===== config.mk =====
export PLATFORM = sky130hd
export DESIGN_NAME = mem_stage
export DESIGN_NICKNAME = d
export VERILOG_FILES = /design/src/rtl/mem_stage.sv
export SDC_FILE = /design/constraint.sdc
export NUM_CORES = 1
export LEC_CHECK = 0
export CORE_MARGIN = 5
export CORE_UTILIZATION = 36
export CTS_CLUSTER_DIAMETER = 40
export CTS_CLUSTER_SIZE = 8
export DETAILED_ROUTE_END_ITERATION = 12
export MAX_ROUTING_LAYER = met4
export PLACE_DENSITY_LB_ADDON = 0.25
export SETUP_SLACK_MARGIN = 0.3
export SYNTH_ARGS = -nofsm -noshare
export SYNTH_HDL_FRONTEND = slang
export SYNTH_SLANG_ARGS = --single-unit

===== constraint.sdc =====
create_clock -name clk -period 3.7 [get_ports clk]
set_input_delay 0.74 -clock clk [delete_from_list [all_inputs] [get_ports clk]]
set_output_delay 0.74 -clock clk [all_outputs]
set_load 0.03 [all_outputs]

===== src/rtl/mem_stage.sv =====
// MEM pipeline stage: drives the data-memory req/ready port for loads and stores,
// steers byte lanes, extends load data, and resolves the branch/jump redirect.
module mem_stage #(
    parameter int unsigned WORD_SIZE      = 32,
    parameter int unsigned NUM_WORDS      = 1024,
    parameter int unsigned ADDR_SIZE      = $clog2(NUM_WORDS),
    parameter int unsigned TIMEOUT_CYCLES = 16
) (
    input  logic                 clk,
    input  logic                 rst_n,
    input  logic [WORD_SIZE-1:0] alu_result,
    input  logic [WORD_SIZE-1:0] write_data,
    input  logic                 mem_read,
    input  logic                 mem_write,
    input  logic [1:0]           data_size,
    input  logic                 data_sign,
    input  logic                 branch,
    input  logic                 alu_zero,
    input  logic                 jump,
    input  logic [ADDR_SIZE-1:0] branch_target,
    output logic                 dmem_req,
    output logic                 dmem_we,
    output logic [ADDR_SIZE-1:0] dmem_addr,
    output logic [WORD_SIZE-1:0] dmem_wdata,
    output logic [3:0]           dmem_be,
    input  logic [WORD_SIZE-1:0] dmem_rdata,
    input  logic                 dmem_ready,
    output logic                 stall,
    output logic [WORD_SIZE-1:0] load_data_out,
    output logic                 misalign_err,
    output logic                 bus_err,
    output logic                 pc_src,
    output logic [ADDR_SIZE-1:0] pc_target
);

    localparam int unsigned CntW = (TIMEOUT_CYCLES > 1) ? $clog2(TIMEOUT_CYCLES) : 1;
    localparam logic [CntW-1:0] CntLast = CntW'(TIMEOUT_CYCLES - 1);

    typedef enum logic [1:0] {StIdle, StWait, StDone} state_e;

    state_e              state_q, state_d;
    logic [CntW-1:0]     cnt_q, cnt_d;
    logic [1:0]          off_q, off_d;
    logic [1:0]          size_q, size_d;
    logic                sign_q, sign_d;

    logic                req_d, we_d, bus_err_d;
    logic [ADDR_SIZE-1:0] addr_d;
    logic [WORD_SIZE-1:0] wdata_d, ld_d;
    logic [3:0]          be_d;

    logic                access, aligned, start;
    logic [WORD_SIZE-1:0] st_wdata, ld_fmt;
    logic [3:0]          st_be;
    logic [7:0]          ld_byte;
    logic [15:0]         ld_half;

    logic unused_addr_bits;
    assign unused_addr_bits = ^alu_result[WORD_SIZE-1:ADDR_SIZE+2];

    assign pc_src    = (branch & alu_zero) | jump;
    assign pc_target = branch_target;

    always_comb begin
        access = mem_read | mem_write;
        unique case (data_size)
            2'b00:   aligned = 1'b1;
            2'b01:   aligned = ~alu_result[0];
            2'b10:   aligned = (alu_result[1:0] == 2'b00);
            default: aligned = 1'b0;
        endcase
        start        = access & aligned & (state_q == StIdle);
        misalign_err = access & ~aligned & (state_q == StIdle);
        stall        = start | (state_q == StWait);
    end

    // Store lane replication and byte enables
    always_comb begin
        st_wdata = write_data;
        st_be    = 4'b1111;
        unique case (data_size)
            2'b00: begin
                st_wdata = {4{write_data[7:0]}};
                st_be    = 4'(4'b0001 << alu_result[1:0]);
            end
            2'b01: begin
                st_wdata = {2{write_data[15:0]}};
                st_be    = alu_result[1] ? 4'b1100 : 4'b0011;
            end
            default: begin
                st_wdata = write_data;
                st_be    = 4'b1111;
            end
        endcase
    end

    // Load lane select and extension, using the fields latched at request time
    always_comb begin
        ld_byte = dmem_rdata[{off_q, 3'b000} +: 8];
        ld_half = off_q[1] ? dmem_rdata[31:16] : dmem_rdata[15:0];
        unique case (size_q)
            2'b00:   ld_fmt = {{24{sign_q & ld_byte[7]}}, ld_byte};
            2'b01:   ld_fmt = {{16{sign_q & ld_half[15]}}, ld_half};
            default: ld_fmt = dmem_rdata;
        endcase
    end

    always_comb begin
        state_d   = state_q;
        cnt_d     = cnt_q;
        off_d     = off_q;
        size_d    = size_q;
        sign_d    = sign_q;
        req_d     = dmem_req;
        we_d      = dmem_we;
        addr_d    = dmem_addr;
        wdata_d   = dmem_wdata;
        be_d      = dmem_be;
        ld_d      = load_data_out;
        bus_err_d = 1'b0;
        unique case (state_q)
            StIdle: begin
                if (start) begin
                    state_d = StWait;
                    cnt_d   = '0;
                    req_d   = 1'b1;
                    we_d    = mem_write;
                    addr_d  = alu_result[ADDR_SIZE+1:2];
                    wdata_d = st_wdata;
                    be_d    = mem_write ? st_be : 4'b0000;
                    off_d   = alu_result[1:0];
                    size_d  = data_size;
                    sign_d  = data_sign;
                end
            end
            StWait: begin
                if (dmem_ready) begin
                    req_d   = 1'b0;
                    state_d = StDone;
                    if (!dmem_we) begin
                        ld_d = ld_fmt;
                    end
                end else if (cnt_q == CntLast) begin
                    req_d     = 1'b0;
                    bus_err_d = 1'b1;
                    ld_d      = '0;
                    state_d   = StDone;
                end else begin
                    cnt_d = cnt_q + 1'b1;
                end
            end
            StDone: state_d = StIdle;
            default: state_d = StIdle;
        endcase
    end

    always_ff @(posedge clk or negedge rst_n) begin
        if (!rst_n) begin
            state_q       <= StIdle;
            cnt_q         <= '0;
            off_q         <= '0;
            size_q        <= '0;
            sign_q        <= 1'b0;
            dmem_req      <= 1'b0;
            dmem_we       <= 1'b0;
            dmem_addr     <= '0;
            dmem_wdata    <= '0;
            dmem_be       <= '0;
            load_data_out <= '0;
            bus_err       <= 1'b0;
        end else begin
            state_q       <= state_d;
            cnt_q         <= cnt_d;
            off_q         <= off_d;
            size_q        <= size_d;
            sign_q        <= sign_d;
            dmem_req      <= req_d;
            dmem_we       <= we_d;
            dmem_addr     <= addr_d;
            dmem_wdata    <= wdata_d;
            dmem_be       <= be_d;
            load_data_out <= ld_d;
            bus_err       <= bus_err_d;
        end
    end

endmodule

== Yosys cells after proc, flatten, opt, wreduce, memory -nomap -nowiden ==
Cells that the tools add are included.
Word-level totals
  flip-flop bits (word level): 92
  latch bits: 0
  RAM bits: 0
  memory bits (read-only): 0
  output and inout port bits: 94
  word-level logic and storage cells: 73
  memories kept: 0
Cells by class
  add/subtract/negate cells: 1
  multiply operators: 0
  div/mod/pow operators: 0
  magnitude comparators: 0
  equal/unequal tests: 10
  shift operators: 2
  multiplexer cells: 25
  bitwise logic cells: 12
  reductions and logical operators: 11
Operators by type and width (count)
  $pmux 32 s2: 2
  $mux 32: 3
  $shiftx 32x6->8: 1
  $mux 4: 5
  $mux 16: 1
  $pmux 4 s2: 2
  $logic_not 2->1: 4
  $ne 2x2->1 const B: 4
  $and 1x1->1: 7
  $eq 2x1->1 const B: 3
  $mux 1: 6
  $mux 2: 3
  $reduce_and 3->1: 2
  $add 4x1->4 const B: 1
  $eq 4x4->1 const B: 1
  $pmux 2 s2: 1
  $reduce_and 2->1: 2
  $reduce_and 4->1: 1
  $reduce_bool 2->1: 2
  $shl 1x2->4 const A: 1
  $ne 3x2->1 const B: 1
  $or 1x1->1: 3
  $pmux 1 s3: 1
  $eq 2x2->1 const B: 1
  other kinds (2): 3

== Logic depth before layout (Yosys ltp) ==
  depth after elaboration: 6
  depth in mapped cells: 7
  depth with buffers taken out: 5

== Least setup slack after synthesis ==
Ideal clock, no wire load.
  path kind: input -> output
  start: in data_size[0]
  end: out stall
  arrival time: 2.134 ns
  data required time: 2.960 ns
  setup slack: 0.826 ns
  stages: 6
  buffers on the path: 3
  path through: or3_1 a2111o_1 buf_2 buf_6 buf_6 nand2_1
On the way
  cells in the longest elaborated chain, start to end: 5
  elaborated cells on any way between the ends: 7
  those cells by class: eq/ne (2); mux (1); bitwise (3); reduce/logical (1)
RTL lines
  from (decl): RTL line 15  | input logic [1:0] data_size,
  $eq 2x2->1 (tied with other cells): RTL line 66  | unique case (data_size)
  $pmux 1 s3 *: RTL line 66
  $and 1x1->1 * (2 in a row): RTL line 72  | start = access & aligned & (state_q == StIdle);
  $or 1x1->1 *: RTL line 74  | stall = start | (state_q == StWait);
  to (decl): RTL line 28  | output logic stall,
Every way passes the cells marked *; elsewhere a longest branch is shown, timed or not.

== Worst setup path in the final report ==
  start: in alu_result[1]
  end: out stall
On the way
  cells in the longest elaborated chain, start to end: 5
RTL lines
  from (decl): RTL line 11  | input logic [WORD_SIZE-1:0] alu_result,
  $logic_not 2->1: RTL line 69  | 2'b10: aligned = (alu_result[1:0] == 2'b00);
  $pmux 1 s3: RTL line 66
  $and 1x1->1 (2 in a row): RTL line 72
  $or 1x1->1: RTL line 74
Every way passes these cells.

==> key figures <==
Yosys
  • Unique cell type count in the Yosys netlist: 40
  • Synth async-reset ratio: 100%
  • Post-synthesis cell count: around 410
  • Mapped Area: 0.00456 mm2
  • Number of flops mapped to enable cells by yosys: 0
  • Post-Syn Nets: 523
  • Mean Syn Cell Area: 11.3 um2
  • Synth Register Bits: 92
  • Sequential area share after synthesis: 50.5%
  • Warnings, synthesis: 0
  • Dominant synthesized flop cell: dfrtp_1

Drt
  • Initial drt markers: between 300 and 400
  • Final Routed Wirelength: 12900 um
  • DRT Pass-1 Iters: 6
  • Drt via density: approximately 5.1
  • Vias: between 3000 and 4000
  • ANT nets after route: 0
  • Routed len/inst: 17.7 um
  • Post-route DRC: 0

Layout
  • Fill cell total of the finished layout: 1146
  • # diodes: 0
  • Multi-input logic area: 0.00201 mm2
  • Layout cells sized above 1: 9.52%
  • Synthesis-to-finish area growth: 45.1%
  • Register area: about 0.0023 mm2
  • Final #Nets: 671

Power and ir drop
  • Peak VDD IR: between 0.3 and 0.4 mV
  • Leak Pwr: slightly below 0.003 uW
  • P per Cell Area: 790 mW/mm2

Clocking
  • Cts repair resizes: 0
  • TritonCTS buffer count: 9
  • CTS tree: yes
  • Post-CTS Hold Fix Bufs: 0
  • Clock slew at reported path FFs: 0.06 ns
  • Root buf cell: clkbuf_16
  • Post-CTS setup buffers: 0
  • Worst-Skew Late Latency: around 0.34 ns
  • Max Root-Sink Buffers: 2
  • Htree depth: 3
  • Clk sinks: 92

Critical path
  • RR Endpoint: load_data_out[13]
  • Class of the most critical setup path: input pin to output pin
  • R2R cell count: 4
  • Reg-to-Reg Start: off_q[1]
  • Crit path DAT: 2.32 ns
  • Setup slack on the worst flop-to-flop path: 1.34 ns
  • Crit path capture type: output pin
  • Max FO, Critical Path: 6
  • Worst Path Required: about 3.0 ns
  • CP Launch Type: input pin

Floorplan
  • Row cnt: 41
  • Area of the core: 0.0125 mm2
  • Die area: 0.0150 mm2
  • Starting Density: 36.4%
  • # IOs: approximately 210
  • Die height: 123 um
  • Die Wd: 123 um

Run
  • Max-cap violations: 0

Global route
  • Tot GR Track Use: approximately 18%
  • First-pass GRT wire length: 20000 um
  • Vias in the first global route: 3760
  • Grt total ovfl: 0
  • Initial antenna violation count: 0
  • Largest net degree at the start of global routing: 88

STA
  • Layout Skew: 0.00686 ns
  • Least-Margin Pin Slew: 1.13 ns
  • Final setup fails: 0
  • Slew Viols, Final: 0
  • Slew margin rel.: 23.8%
  • Hold Vio Cnt, Final: 0
  • FMAX: 327 MHz
  • Setup TNS: 0 ns
  • Period utilization: 82.7%
  • Min Clock Period, post-route: 3.06 ns
  • Unrepaired setup endpoints after global routing: no
  • Hold_ws: 0.445 ns

Hold path
  • Tightest Hold Check Type: input pin to asynchronous set/reset pin

Placement
  • I/O Buffers: 170
  • Placer Congestion: 0.887
  • Post-DP HPWL: 9430 um

Status
  • Status: finished clean
-- cell usage in the layout (no fill, tap or decap), types with 3 or more instances in the layout --
master	count
clkdlybuf4s50_1	167
dfrtp_1	92
o21ai_0	45
mux2i_1	42
nand2_1	35
mux2_4	23
nor2_1	18
a221o_1	16
nor2b_1	10
a21oi_1	10
buf_4	10
nand2b_1	9
clkbuf_16	9
o21ai_1	8
a32o_1	7
a222oi_1	7
a22o_1	7
nand3_1	5
inv_1	5
a21o_1	3
-- metrics by stage --
stage | util [%] | setup slack, ns | std cells | total power, uW | instance area [um2]
detailed placement | 50.3 | 0.625 | 714 | 4260 | 6290
finish | 52.8 | 0.642 | 729 | 5230 | 6620
global route | 52.8 | 0.555 | 729 | 5510 | 6620
floorplan | - | 0.826 | 405 | 3200 | 4560
CTS | 52.8 | 0.618 | 729 | 5280 | 6620
global placement | 50.3 | 0.631 | 714 | 4220 | 6290
-- worst max-delay path by stage --
| stage | start | to | slack (ns) | cells past startpoint |
|---|---|---|---|---|
| 6_report | alu_result[1] | stall | 0.64 | 5 |
| 3_5_place_dp | alu_result[1] | stall | 0.62 | 5 |
| 2_1_floorplan | data_size[0] | stall | 0.83 | 6 |
| 4_1_cts | alu_result[1] | stall | 0.62 | 5 |
| 5_1_grt | alu_result[1] | stall | 0.56 | 5 |
| 3_3_place_gp | alu_result[1] | stall | 0.63 | 5 |
-- cell families after synthesis --
| kind of cell | after synthesis | synth area share [%] |
|---|---|---|
| AOI/OAI and AO/OA | 108 | 16.3 |
| adders and majority gates | 1 | 0.274 |
| and+or+nand+nor | 91 | 9.61 |
| xor gates and xnor gates | 1 | 0.192 |
| DFF | 92 | 50.5 |
| muxes | 67 | 17.5 |
| buffers and inverters | 45 | 5.54 |
-- cell usage after synthesis (2+ instances only) --
master | count | area (um2)
dfrtp_1 | 92 | 2300
and2_1 | 2 | 12.5
a22o_1 | 7 | 61.3
nand3_1 | 5 | 25.0
a221o_1 | 16 | 160
a32o_1 | 7 | 70.1
a21o_1 | 3 | 22.5
and3_1 | 2 | 12.5
nor2_1 | 18 | 67.6
mux2_4 | 23 | 345
clkbuf_1 | 15 | 56.3
inv_1 | 5 | 18.8
a21oi_1 | 10 | 50.1
a222oi_1 | 7 | 70.1
buf_1 | 3 | 11.3
o21ai_1 | 8 | 40.0
or3_1 | 2 | 12.5
nand2b_1 | 9 | 56.3
nor2b_1 | 10 | 62.6
nand2_1 | 35 | 131
nor3_1 | 2 | 10.0
buf_2 | 7 | 35.0
buf_6 | 5 | 56.3
o21ai_0 | 46 | 230
mux2i_1 | 42 | 420
buf_4 | 10 | 75.1
-- sequential cells by signal, summed over array words and instances, names as in the netlist --
register,cells
load_data_out,32
dmem_req,1
sign_q,1
dmem_we,1
dmem_be,4
off_q,2
size_q,2
cnt_q,4
bus_err,1
dmem_wdata,32
state_q,2
dmem_addr,10
-- critical path, cell delays in order --
cell and delay [ns]:
clkdlybuf4s50_1 0.48, or3_1 0.40, a2111o_2 0.44, nand2_1 0.10
buf_4 0.16
-- routing by layer --
metal  up-vias  share of wire [%]  track usage, %
met5         -                  0               -
met4         0                2.0            6.93
met3        23                8.9            5.62
met2       141                 46            26.3
met1      1813                 43            22.2
li1       1759                  -               -
-- area by class of cell --
type	count	area share (%)
sequential	92	34.8
clock buffer	10	3.61
timing repair buffer	177	26.4
clock inverter	5	1.29
inverter	5	0.284
tap	172	3.25
multi-input combinational	268	30.4
-- where the power goes --
group | total (uW) | leakage [uW] | internal (uW) | switching (uW)
clock network | 998 | 0.000155 | 610 | 388
logic | 2520 | 0.00161 | 1170 | 1350
registers | 1710 | 0.00114 | 1400 | 313
Power figures use the tool's default switching activity.
==> variant 1: new RTL, config.mk and constraints unchanged <==
Encoding of `state_e`: now one-hot (3 bits for 3 states).
--- a/src/rtl/mem_stage.sv
+++ b/src/rtl/mem_stage.sv
@@ -36,7 +36,7 @@
     localparam int unsigned CntW = (TIMEOUT_CYCLES > 1) ? $clog2(TIMEOUT_CYCLES) : 1;
     localparam logic [CntW-1:0] CntLast = CntW'(TIMEOUT_CYCLES - 1);
 
-    typedef enum logic [1:0] {StIdle, StWait, StDone} state_e;
+    typedef enum logic [2:0] {StIdle = 3'b001, StWait = 3'b010, StDone = 3'b100} state_e;
 
     state_e              state_q, state_d;
     logic [CntW-1:0]     cnt_q, cnt_d;
Check against the original RTL: same outputs for any inputs over 4 cycles, from zero or initial values and one cycle with rst_n low; so few cycles prove little.
==> variant 1 against the original RTL <==
Count of clock-buffer cells in the layout rose by 3. Sequential cell count is 1 higher. Via count rose by 1.1%. Wire length fell by 0.98%. Global-route usage increased by 0.27 points. Sequential power increased by 5%. Total power rose by 5.1%. Non-clock buffer count down 2. Area after synthesis is 0.96% lower. Core utilization increased by 0.30 points. Worst hold slack improved by 0.018 ns. Design area grew 0.15%. Worst setup slack better by 0.074 ns. Critical path type unchanged. Largest cell class unchanged. Highest routed layer unchanged.
==> variant 1: results (changes against the original RTL) <==
reg2reg setup slack - 1.26 ns (was 1.34 ns)
sw frac - 0.408 (was 0.391)
Post-DP Area - 6310 sq um (was 6290 sq um)
hpwl dp - 9260 microns (was 9430 microns)
Slowest Stage Delay on Critical Path - 0.53 ns (was 0.48 ns)
vias per cell - 5.05 (was 5.12)
global-route wire length before repair - 20,100 microns (was 20,000 microns)
Area contributors post-synth - dfrtp_1 51%, mux2_2 6.5%, mux2i_1 6.4%, o21ai_0 6.3%, a221o_2 4.0% (was dfrtp_1 51%, mux2i_1 9.2%, mux2_4 7.6%, o21ai_0 5.1%, a221o_1 3.5%)
Worst VDD drop - 0.456 mV (was 0.368 mV)
LEAKAGE - 2.78 nW (was 2.91 nW)
status - finished, final reports clean (unchanged)
grt met1 use - 0.225 (was 0.222)
Max-Slew Margin vs Limit - 0.297 (was 0.238)
routing usage on met3 - 0.0771 (was 0.0562)
worst hold margin - 0.463 ns (was 0.445 ns)
Worst Skew - 0.00622 ns (was 0.00686 ns)
Nets - 688 (was 671)
vias in the first global route - 3,921 (was 3,760)
First DRT Iteration DRCs - 207 (was 344)
Synth Area in Compound Gates - 0.183 (was 0.163)
post-synthesis sequential area ratio - 0.516 (was 0.505)
Avg WL per Cell - 17.1 microns (was 17.7 microns)
Cell variety after synth - 51 (was 40)
drt pass-1 iters - 4 (was 6)
syn_nets - 538 (was 523)
GP Congestion - 0.807 (was 0.887)
mux cell area share after synthesis - 0.132 (was 0.175)
Tot GR Track Use - 0.179 (was 0.176)
XOR/XNOR Fraction of Synth Area - 0.00194 (was 0.00192)
worst reg2reg startpoint - size_q[1] (was off_q[1])
routing usage on met2 - 0.263 (about the same)
Crit Reg-Reg Endpoint - load_data_out[30] (was load_data_out[13])
Synth top cells by count - 92 x dfrtp_1, 57 x o21ai_0, 47 x nand2_1, 29 x mux2i_1, 26 x mux2_2 (was 92 x dfrtp_1, 46 x o21ai_0, 42 x mux2i_1, 35 x nand2_1, 23 x mux2_4)
layout cell share with drive strength beyond 1 - 0.137 (was 0.0952)
CTS buffer count - 9 (unchanged)
-- variant 1: changes by cell type after synthesis, sizes merged, moves of 6 or more --
cell,unedited run,this run
a21oi,10,21
a222oi,7,0
a22o,7,0
mux2i,42,29
nand2,35,48
nor2b,10,4
o21ai,54,60
-- variant 1: through the flow --
stage / worst slack (ns) / utilization / cells
final: 0.716 / 0.531 / 747
after global routing: 0.614 / 0.531 / 747
after CTS: 0.696 / 0.531 / 747
after detailed placement: 0.706 / 0.506 / 731
after global placement: 0.753 / 0.506 / 731
after floorplan: 1.20 / - / 420
-- variant 1: power groups by stage --
stage / registers [mW] / logic, mW / clock network [mW]
2_1_floorplan: 2.52 / 0.858 / 0
3_3_place_gp: 1.78 / 2.74 / 0
3_5_place_dp: 1.81 / 2.76 / 0
4_1_cts: 1.79 / 2.77 / 1.00
5_1_grt: 1.86 / 2.91 / 1.04
6_report: 1.79 / 2.74 / 0.965
-- variant 1: worst max path at each step --
stage                       startpoint  endpoint  slack, ns
after CTS                 data_size[0]     stall       0.70
after floorplan           data_size[0]     stall       1.20
after detailed placement  data_size[0]     stall       0.71
after global routing      data_size[0]     stall       0.61
after global placement    data_size[0]     stall       0.75
final                     data_size[0]     stall       0.72
-- variant 1: layout make-up --
type / count / area [sq um]
Timing Repair Buffer: 175 / 1770
Clock inverter: 3 / 42.5
Multi-Input combinational cell: 282 / 1970
Sequential cell: 93 / 2330
Inverter: 9 / 33.8
Fill cell: 1143 / 5840
Tap cell: 172 / 215
Clock buffer: 13 / 270
-- variant 1: routing by layer --
layer  up-vias  routed length, microns
met4         0                     133
met1      1816                    5670
li1       1802                       -
met5         -                       0
met3        13                    1310
met2       145                    5670
-- variant 1: critical path: cells and delay by family --
kind / cells / cell delay [ns]
buf+inv: 3 / 0.76
compound gates: 1 / 0.18
simple gates: 2 / 0.56
==> variant 2: new RTL, same settings <==
Without the edit above. `NUM_WORDS`: 1024 -> 4096.
--- a/src/rtl/mem_stage.sv
+++ b/src/rtl/mem_stage.sv
@@ -2,7 +2,7 @@
 // steers byte lanes, extends load data, and resolves the branch/jump redirect.
 module mem_stage #(
     parameter int unsigned WORD_SIZE      = 32,
-    parameter int unsigned NUM_WORDS      = 1024,
+    parameter int unsigned NUM_WORDS      = 4096,
     parameter int unsigned ADDR_SIZE      = $clog2(NUM_WORDS),
     parameter int unsigned TIMEOUT_CYCLES = 16
 ) (
Ports: changed (resized branch_target, dmem_addr and pc_target); port bits go from 211 to 217. No check against the original RTL was run, so the function may have changed too.
==> variant 2 against the original RTL <==
Sequential cell count rose by 2. Wire length rose by 0.16%. Area after synthesis increased by 0.91%. Total power rose by 2.9%. Synthesized cell count increased by 0.74%. Design area up 1.5%. Die area is 0.83% higher. Core utilization grew 0.56 points. Via count about the same. Worst setup slack worse by 0.035 ns. First-iteration DRC count is 42% lower. Count of clock-buffer cells in the layout is 1 higher.
==> variant 2: results (changes against the original RTL) <==
vias - 3,737 (was 3,736)
Psw - 2.11 mW (was 2.05 mW)
fraction of area in multi-input gates - 0.297 (was 0.304)
syn_nets - 528 (was 523)
Worst Skew - 0.00557 ns (was 0.00686 ns)
Layout non-clock buf frac - 0.268 (was 0.264)
Max-Slew Margin vs Limit - 0.342 (was 0.238)
vias in the first global route - 3,967 (was 3,760)
WL met2 - 5710 microns (was 5990 microns)
Worst VDD drop - 0.405 mV (was 0.368 mV)
global-route wire length before repair - 20,500 microns (was 20,000 microns)
First DRT Iteration DRCs - 199 (was 344)
reg2reg setup slack - 1.60 ns (was 1.34 ns)
worst hold margin - 0.442 ns (was 0.445 ns)
Filler cells - 1,130 (was 1,146)
placed instance count - 719 (was 714)
metal3 WL - 1260 microns (was 1140 microns)
Top Registers - dmem_wdata: 32 flops, load_data_out: 32 flops, dmem_addr: 12 flops (was dmem_wdata: 32 flops, load_data_out: 32 flops, dmem_addr: 10 flops)
LEAKAGE - 2.94 nW (was 2.91 nW)
largest net degree at the start of global routing - 95 (was 88)
status - finished, final reports clean (unchanged)
Critical Path AT - 2.35 ns (was 2.32 ns)
hpwl dp - 9360 microns (was 9430 microns)
Area contributors post-synth - dfrtp_1 51%, mux2i_1 8.5%, mux2_4 8.2%, o21ai_0 5.5%, a221o_1 3.7% (was dfrtp_1 51%, mux2i_1 9.2%, mux2_4 7.6%, o21ai_0 5.1%, a221o_1 3.5%)
Nets - 678 (was 671)
clkbuf count - 11 (was 10)
# port buffers - 174 (was 170)
Cell variety after synth - 43 (was 40)
multi-input gates - 267 (was 268)
syn_area_per_cell - 11.3 sq um (about the same)
Post-DP Area - 6380 sq um (was 6290 sq um)
[variant 2: changes by cell type after synthesis, moves of 6 or more]
| cell | delta |
|---|---|
| nor2b_1 | -6 |
| o2bb2ai_1 | +14 |
| a21oi_1 | +15 |
| a222oi_1 | -7 |
| a22o_1 | -7 |
| a32o_1 | -6 |
| o21ai_1 | -8 |
[variant 2: kinds of logic after synthesis]
group | synth area share
AO/OA/AOI/OAI | 0.181
flip-flops | 0.511
AND/OR/NAND/NOR | 0.0759
multiplexers | 0.171
buffers and inverters | 0.0555
XOR/XNOR | 0.00190
adder cells (fa/ha/maj) | 0.00272
[variant 2: power groups by stage]
stage / Sequential, mW / Clock (mW) / Combinational (mW)
after global routing: 1.80 / 1.10 / 2.77
after detailed placement: 1.75 / 0 / 2.64
final: 1.74 / 1.03 / 2.61
after global placement: 1.73 / 0 / 2.61
after floorplan: 2.41 / 0 / 0.881
after CTS: 1.74 / 1.06 / 2.64
